File: src/rtl/dmem_port_arbiter_if.sv
// dmem_port_arbiter_if: requester A/B handshakes plus the single-port dmem bus
interface dmem_port_arbiter_if #(
  parameter int ADDR_W = 12,
  parameter int DATA_W = 32
);
  logic              a_req, a_wren, a_gnt, a_rvalid;
  logic [ADDR_W-1:0] a_addr;
  logic [DATA_W-1:0] a_data, a_q;
  logic              b_req, b_wren, b_gnt, b_rvalid;
  logic [ADDR_W-1:0] b_addr;
  logic [DATA_W-1:0] b_data, b_q;
  logic [ADDR_W-1:0] address_dmem;
  logic [DATA_W-1:0] data, q_dmem;
  logic              wren;
  modport slave (
    input  a_req, a_wren, a_addr, a_data, b_req, b_wren, b_addr, b_data, q_dmem,
    output a_gnt, a_rvalid, a_q, b_gnt, b_rvalid, b_q, address_dmem, data, wren
  );
  modport master (
    output a_req, a_wren, a_addr, a_data, b_req, b_wren, b_addr, b_data, q_dmem,
    input  a_gnt, a_rvalid, a_q, b_gnt, b_rvalid, b_q, address_dmem, data, wren
  );
endinterface

File: src/rtl/dmem_port_arbiter.sv
// dmem_port_arbiter: A-priority dmem sharing with B anti-starvation and an owner-tagged read return pipe
module dmem_port_arbiter #(
  parameter int STARVE_LIMIT = 4,
  parameter int READ_LATENCY = 1
) (
  input logic                clock,
  input logic                reset,
  dmem_port_arbiter_if.slave bus
);
  typedef enum logic {PRI_A, PRI_B} state_e;
  state_e                  state_q, state_d;
  logic [3:0]              starve_q, starve_d;
  logic [READ_LATENCY-1:0] vld_q, own_q;
  logic [READ_LATENCY:0]   vld_s, own_s;
  logic                    a_win, b_win;
  always_ff @(posedge clock) begin
    if (reset) begin
      state_q  <= PRI_A;
      starve_q <= '0;
    end else begin
      state_q  <= state_d;
      starve_q <= starve_d;
    end
  end
  always_comb begin
    starve_d = (a_win && bus.b_req) ? starve_q + 4'd1 : 4'd0;
    state_d  = (state_q == PRI_A && a_win && bus.b_req &&
                5'(starve_q) + 5'd1 == 5'(STARVE_LIMIT)) ? PRI_B : PRI_A;
  end
  always_comb begin
    b_win            = !reset && bus.b_req && (state_q == PRI_B || !bus.a_req);
    a_win            = !reset && bus.a_req && !b_win;
    bus.a_gnt        = a_win;
    bus.b_gnt        = b_win;
    bus.address_dmem = a_win ? bus.a_addr : b_win ? bus.b_addr : '0;
    bus.data         = a_win ? bus.a_data : b_win ? bus.b_data : '0;
    bus.wren         = a_win ? bus.a_wren : b_win ? bus.b_wren : 1'b0;
    bus.a_rvalid     = !reset && vld_q[READ_LATENCY-1] && !own_q[READ_LATENCY-1];
    bus.b_rvalid     = !reset && vld_q[READ_LATENCY-1] && own_q[READ_LATENCY-1];
    bus.a_q          = bus.q_dmem;
    bus.b_q          = bus.q_dmem;
  end
  // Each granted read carries its owner down a shift pipe matched to the dmem latency
  assign vld_s = {vld_q, (a_win || b_win) && !bus.wren};
  assign own_s = {own_q, b_win};
  always_ff @(posedge clock) begin
    if (reset) begin
      vld_q <= '0;
      own_q <= '0;
    end else begin
      vld_q <= vld_s[READ_LATENCY-1:0];
      own_q <= own_s[READ_LATENCY-1:0];
    end
  end
endmodule

File: src/flat_wrapper.sv
// flat-port wrapper written by rule: the top's interface ports become plain ports
module dmem_port_arbiter_flat 
#(
  parameter int STARVE_LIMIT = 4,
  parameter int READ_LATENCY = 1
)
  (clock, reset, bus_a_req, bus_a_wren, bus_a_addr, bus_a_data, bus_b_req, bus_b_wren, bus_b_addr, bus_b_data, bus_q_dmem, bus_a_gnt, bus_a_rvalid, bus_a_q, bus_b_gnt, bus_b_rvalid, bus_b_q, bus_address_dmem, bus_data, bus_wren);
  dmem_port_arbiter_if #(.ADDR_W(12), .DATA_W(32)) bus_i ();
  input logic clock;
  input logic reset;
  input wire logic [$bits(bus_i.a_req)-1:0] bus_a_req;
  input wire logic [$bits(bus_i.a_wren)-1:0] bus_a_wren;
  input wire logic [$bits(bus_i.a_addr)-1:0] bus_a_addr;
  input wire logic [$bits(bus_i.a_data)-1:0] bus_a_data;
  input wire logic [$bits(bus_i.b_req)-1:0] bus_b_req;
  input wire logic [$bits(bus_i.b_wren)-1:0] bus_b_wren;
  input wire logic [$bits(bus_i.b_addr)-1:0] bus_b_addr;
  input wire logic [$bits(bus_i.b_data)-1:0] bus_b_data;
  input wire logic [$bits(bus_i.q_dmem)-1:0] bus_q_dmem;
  output wire logic [$bits(bus_i.a_gnt)-1:0] bus_a_gnt;
  output wire logic [$bits(bus_i.a_rvalid)-1:0] bus_a_rvalid;
  output wire logic [$bits(bus_i.a_q)-1:0] bus_a_q;
  output wire logic [$bits(bus_i.b_gnt)-1:0] bus_b_gnt;
  output wire logic [$bits(bus_i.b_rvalid)-1:0] bus_b_rvalid;
  output wire logic [$bits(bus_i.b_q)-1:0] bus_b_q;
  output wire logic [$bits(bus_i.address_dmem)-1:0] bus_address_dmem;
  output wire logic [$bits(bus_i.data)-1:0] bus_data;
  output wire logic [$bits(bus_i.wren)-1:0] bus_wren;
  assign bus_i.a_req = bus_a_req;
  assign bus_i.a_wren = bus_a_wren;
  assign bus_i.a_addr = bus_a_addr;
  assign bus_i.a_data = bus_a_data;
  assign bus_i.b_req = bus_b_req;
  assign bus_i.b_wren = bus_b_wren;
  assign bus_i.b_addr = bus_b_addr;
  assign bus_i.b_data = bus_b_data;
  assign bus_i.q_dmem = bus_q_dmem;
  assign bus_a_gnt = bus_i.a_gnt;
  assign bus_a_rvalid = bus_i.a_rvalid;
  assign bus_a_q = bus_i.a_q;
  assign bus_b_gnt = bus_i.b_gnt;
  assign bus_b_rvalid = bus_i.b_rvalid;
  assign bus_b_q = bus_i.b_q;
  assign bus_address_dmem = bus_i.address_dmem;
  assign bus_data = bus_i.data;
  assign bus_wren = bus_i.wren;
  dmem_port_arbiter #(.STARVE_LIMIT(STARVE_LIMIT), .READ_LATENCY(READ_LATENCY)) u_core (.clock(clock), .reset(reset), .bus(bus_i));
endmodule
File: config.mk
export PLATFORM = sky130hd
export DESIGN_NAME = dmem_port_arbiter_flat
export DESIGN_NICKNAME = d
export VERILOG_FILES = /design/src/rtl/dmem_port_arbiter_if.sv /design/src/rtl/dmem_port_arbiter.sv /design/src/flat_wrapper.sv
export SDC_FILE = /design/constraint.sdc
export NUM_CORES = 1
export LEC_CHECK = 0
export ABC_AREA = 1
export BUFFER_PORTS_ARGS = -buffer_cell sky130_fd_sc_hd__buf_2
export CAP_MARGIN = 0
export CORE_AREA = 10 10 84 86
export DETAILED_ROUTE_END_ITERATION = 12
export DIE_AREA = 0 0 94 96
export MAX_ROUTING_LAYER = met4
export PLACE_DENSITY = 0.77
export RECOVER_POWER = 100
export SYNTH_ARGS = -nofsm -noshare
export SYNTH_HDL_FRONTEND = slang
export SYNTH_SLANG_ARGS = --single-unit
File: constraint.sdc
create_clock -name clock -period 3.1 [get_ports clock]
set_clock_uncertainty 0.15 [all_clocks]
set_input_delay 0.155 -clock clock [delete_from_list [all_inputs] [get_ports clock]]
set_output_delay 0.155 -clock clock [all_outputs]
set_load 0.05 [all_outputs]
; ---- Word-level counts from Yosys, hierarchy flattened
; Cells that the tools add are included.
[totals]
output_inout_bits = 113
elab_cells = 36
register_bits = 7
mem_count = 0
mem_bits_rw = 0
input_bits = 126
romBits = 0
latchBits = 0
[op_classes]
div = 0
n_addsub = 2
n_lt_le_gt_ge = 0
n_reduce_logical = 20
bitwise_logic = 2
multipliers = 0
n_mux = 7
n_eq_ne = 1
shifts = 0
[op_table]
columns = operator, count
row1 = 32-bit two-way mux, 2
row2 = 12-bit two-way mux, 2
row3 = 1-bit logical AND, 12
row4 = 4-bit by 1-bit adder with 5-bit output (second input constant), 1
row5 = 5-bit by 3-bit == test with 1-bit output (second input constant), 1
row6 = 1-bit logical NOT, 5
row7 = 4-bit by 1-bit adder with 4-bit output (second input constant), 1
row8 = 1-bit two-way mux, 3
row9 = 1-bit logical OR, 2
row10 = 1-bit inverter, 2
row11 = 2-bit OR reduction, 1

; ---- Longest topological paths before layout
[logic_depth]
ltp_word = 9
mapped_depth = 8
mapped_depth_nobuf = 7

; ---- Worst setup path after synthesis
; OpenSTA, ideal clock, no wires.
[synth_path]
path_kind = reg2out
from = register u_core.state_q
to = output port bus_address_dmem[10]
required_time_ps = 2795
n_path_buf = 1
arrival_time_ps = 1266
path_stages_with_launch = 9
path_slack_ps = 1529
path_cell_list = dfxtp_1 inv_1 nand2_1 nand2_4 nand2_4 inv_4 buf_6 nand2_1 nand2_1
[synth_between]
elab_chain_cells = 5
word_cells_on_any_way = 6
classes_between = mux: 2 / reduce/logical: 4
[synth_rtl]
columns = item, line
row1 = start: declaration, dmem_port_arbiter.sv:11  ; state_e state_q, state_d;
row2 = start signal: assignment, dmem_port_arbiter.sv:21  ; state_q <= state_d;
row3 = 1-bit logical OR, dmem_port_arbiter.sv:31  ; b_win = !reset && bus.b_req && (state_q == PRI_B || !bus.a_req);
row4 = 1-bit logical AND, dmem_port_arbiter.sv:31
row5 = 1-bit logical NOT, dmem_port_arbiter.sv:32  ; a_win = !reset && bus.a_req && !b_win;
row6 = 1-bit logical AND, dmem_port_arbiter.sv:32
row7 = net bus_a_gnt, flat_wrapper.sv:20  ; output wire logic [$bits(bus_i.a_gnt)-1:0] bus_a_gnt;
row8 = 12-bit two-way mux, dmem_port_arbiter.sv:35  ; bus.address_dmem = a_win ? bus.a_addr : b_win ? bus.b_addr : '0;
row9 = end: declaration, flat_wrapper.sv:26  ; output wire logic [$bits(bus_i.address_dmem)-1:0] bus_address_dmem;
; The timed path passes the listed nets, and every way through them passes these cells.

; ---- Worst setup path in the final report
[layout_path]
from = register u_core.state_q
to = output port bus_data[9]
[layout_between]
elab_chain_cells = 5
word_cells_on_any_way = 6
classes_between = mux: 2 / reduce/logical: 4
[layout_rtl]
columns = item, line
row1 = 1-bit logical OR (*), dmem_port_arbiter.sv:31
row2 = 1-bit logical AND (*), dmem_port_arbiter.sv:31
row3 = 1-bit logical NOT, dmem_port_arbiter.sv:32
row4 = 1-bit logical AND, dmem_port_arbiter.sv:32
row5 = 32-bit two-way mux (*), dmem_port_arbiter.sv:36  ; bus.data = a_win ? bus.a_data : b_win ? bus.b_data : '0;
row6 = end: declaration, flat_wrapper.sv:27  ; output wire logic [$bits(bus_i.data)-1:0] bus_data;
; Mark *: on every way between the ends. The rest lies on a longest branch, timed or not.

==> out/metrics.csv <==
stage,metric,value,unit
layout,filler_cell_count,614,
global_route,grt_max_degree,46,
global_route,grt_first_pass_wirelength,7755,um
clocking,clk_root_buffer_cell,sky130_fd_sc_hd__clkbuf_8,
pwr,power.density,307.2,nW/um2
route,vias_per_cell,4.073,
layout,syn2layout_area_growth,15.92,%
sta,drv_slew,0,
sta,hold_violations,0,
worst_setup_path,end_kind,output port,
placed_design,post-dp-hpwl,4580,um
placed_design,number_of_instances_in_the_placed_design,392,
placed_design,numPortBuffers,142,
clocking,cts_hold_repair_buffers,0,
clocking,cts_made_buffers,3,
sta,finalSetupTns,0,ps
sta,setup_viol,0,
global_route,grt_pass1_vias,1586,
sta,timing_worst_slew_pin_value,635.0,ps
worst_setup_path,data_required_time_of_the_critical_path,2790,ps
floorplanning,ios,239,
worst_setup_path,cpMaxStageDelayCell,sky130_fd_sc_hd__clkbuf_1,
worst_setup_path,cp_cell_sequence,"inv_1, nand2_1, nand2_1, nand2_4, inv_4, nand2_1, nand2_1, clkbuf_1",
layout,layout.cells.most_common,sky130_fd_sc_hd__nand2_1,
layout,num-nets-final,453,
pwr,peakVddDrop,0.3038,mV
pwr,comb_power_share,55.9,%
layout,fin_cells,396,
route,initialDrtViolationCount,54,
worst_setup_path,crit_path_max_incr_delay,470,ps
clocking,cts_repair_resize_count,0,
sta,layout_worst_path_cycle_share,72.58,%
pwr,power_leakage,1.015,nW
synthesis,synth_sequential_area_ratio,9.964,%
route,final_antenna_net_count,0,
clocking,cts_setup_buffers,0,
worst_setup_path,crit_cells,8,
pwr,p_sw_share,49.27,%
global_route,gr-total-overflow,0,
placed_design,placedInstanceArea,1652,um2
route,detailroute.via_count,1613,
worst_setup_path,r2r.worst_path.cells,4,
worst_setup_path,path_max_fanout,45,
global_route,grt_antenna_before_repair,0,
synthesis,synth_largest_type_area_fraction,36.57,%
layout,post-route-cell-area,1630,um2
sta,fmax,0.4444,GHz
floorplanning,core_area,5405,um2
pwr,p_clk_share,25.3,%
clocking,clock_latency,230,ps
synthesis,synth.net_count,378,
floorplanning,initial_utilization,26.02,%
route,dr.pass1.iters,4,
clocking,cts.htree.levels,1,
worst_setup_path,critPathBufInv,3,
flow_run,maxCapViolations,0,
worst_setup_path,timing.critical_path.from_type,register,
hold_path,hold_class,primary input to register,
floorplanning,die_width,94,um
layout,n_antenna_cell,0,
floorplanning,std_cell_rows,27,
sta,timing.max_slew.rel_slack,57.85,%
layout,drive_above_1_share,31.79,%
clocking,tritoncts_clock_tree,built,
synthesis,synth.area.top_cells,"sky130_fd_sc_hd__nand2_1 (37%), sky130_fd_sc_hd__buf_4 (36%), sky130_fd_sc_hd__dfxtp_1 (10%)",
floorplanning,overall_die_height,96,um
layout,mostFrequentLayoutCells,"sky130_fd_sc_hd__nand2_1 (138), sky130_fd_sc_hd__buf_2 (95), sky130_fd_sc_hd__clkbuf_1 (48)",
synthesis,yosys_register_bits,7,
synthesis,avgSynthCellArea,5.625,um2
sta,grt_setup_unrepaired,no,
clocking,clkTransAtPathRegs,40,ps
worst_setup_path,timing.critical_path.arrival,1950,ps
route,detail_route.drc_violations,0,
synthesis,ys_warn_count,0,
outcome,outcome,completed,
global_route,groute.usage.overall,10.52,%
pwr,internal_power,0.2541,mW
worst_setup_path,cpLargestDelayFamily,buffers and inverters,
synthesis,synth_top_cell_by_area,sky130_fd_sc_hd__nand2_1,
clocking,clk_path_buf_depth,2,
pwr,seq_power_share,18.8,%
sta,period_needed,2250,ps
worst_setup_path,critPathMostFrequentCell,sky130_fd_sc_hd__nand2_1,
route,finalWirelength,5298,um
synthesis,mappedNetlistArea,1406,um2
pwr,switching_power,0.2468,mW
route,wl_per_cell,13.38,um
hold_path,hold_depth,4,
floorplanning,die-area,9024,um2
synthesis,post_synth_num_cell_types,15,
placed_design,place.gp.congestion,0.7618,
worst_setup_path,type_of_the_worst_setup_path,register to output port,
clocking,cts_sinks,7,
synthesis,postSynthCellCount,250,
Yosys cell counts, drive strengths merged:
cell and instances:
xor2 1, dfxtp 7, and2 2, ha 2, nand3 5, buf 72, inv 11, nand2 139
nor2 10, xnor2 1
layer usage:
layer / track usage [%] / routed length [um] / vias up
met1: 11.15 / 1868 / 646
met4: 4.937 / 208 / 0
met3: 5.214 / 668 / 30
li1: - / - / 821
met5: - / 0 / -
met2: 16.19 / 2554 / 116
worst register-to-register path, cell delays in order, from the launching register on:
cell,delay (ps)
sky130_fd_sc_hd__dfxtp_1,370
sky130_fd_sc_hd__ha_1,200
sky130_fd_sc_hd__xor2_1,190
sky130_fd_sc_hd__nand3_1,100
sky130_fd_sc_hd__nor2_1,90
area by class of cell:
class	count	area, um2	area share, %
multi-input cells	160	656.9	40.29
repair buffers	142	651.9	39.98
flip-flops and latches	7	140.1	8.596
well taps	72	90.09	5.526
inverters	11	46.29	2.840
clock buffers	4	45.04	2.763
sequential cells by signal, summed over array words and instances, names as in the netlist:
name             flops
u_core.state_q       1
u_core.starve_q      4
u_core.vld_q         1
u_core.own_q         1
path summary, 6_finish.rpt:
path / slack, ps / startpoint / to
min reg2reg: 310 / u_core.starve_q[0] / u_core.starve_q[0]
max reg2reg: 1940 / u_core.starve_q[0] / u_core.state_q
min: 110 / bus_b_wren / u_core.vld_q
max: 850 / u_core.state_q / bus_data[9]
through the flow:
| step | setup slack, ps | utilization (%) | total power, mW | hold slack [ps] |
|---|---|---|---|---|
| 2_1_floorplan | 1529 | - | 0.5127 | 200.8 |
| 3_3_place_gp | 1392 | 30.56 | 0.3858 | 160.5 |
| 3_5_place_dp | 1348 | 30.56 | 0.3882 | 160.5 |
| 4_1_cts | 1106 | 31.39 | 0.5176 | 97.73 |
| 5_1_grt | 700.3 | 30.16 | 0.5327 | 133.0 |
| 6_report | 849.9 | 30.16 | 0.5009 | 114.9 |
power by group through the flow:
| stage | clock network (mW) | registers, mW | logic (mW) |
|---|---|---|---|
| 2_1_floorplan | 0 | 0.0953 | 0.417 |
| 3_3_place_gp | 0 | 0.0954 | 0.290 |
| 3_5_place_dp | 0 | 0.0956 | 0.293 |
| 4_1_cts | 0.130 | 0.0941 | 0.293 |
| 5_1_grt | 0.137 | 0.0944 | 0.302 |
| 6_report | 0.127 | 0.0941 | 0.280 |
logic make-up (layout without fill, tap and decap cells):
family / count (synthesis) / after routing / synth area share, %
and+or+nand+nor: 156 / 156 / 44.22
buffers and inverters: 83 / 157 / 42.79
DFF: 7 / 7 / 9.964
adders and majority gates: 2 / 2 / 1.779
xor gates and xnor gates: 2 / 2 / 1.246
No activity file was read; power rests on OpenSTA's default activity.
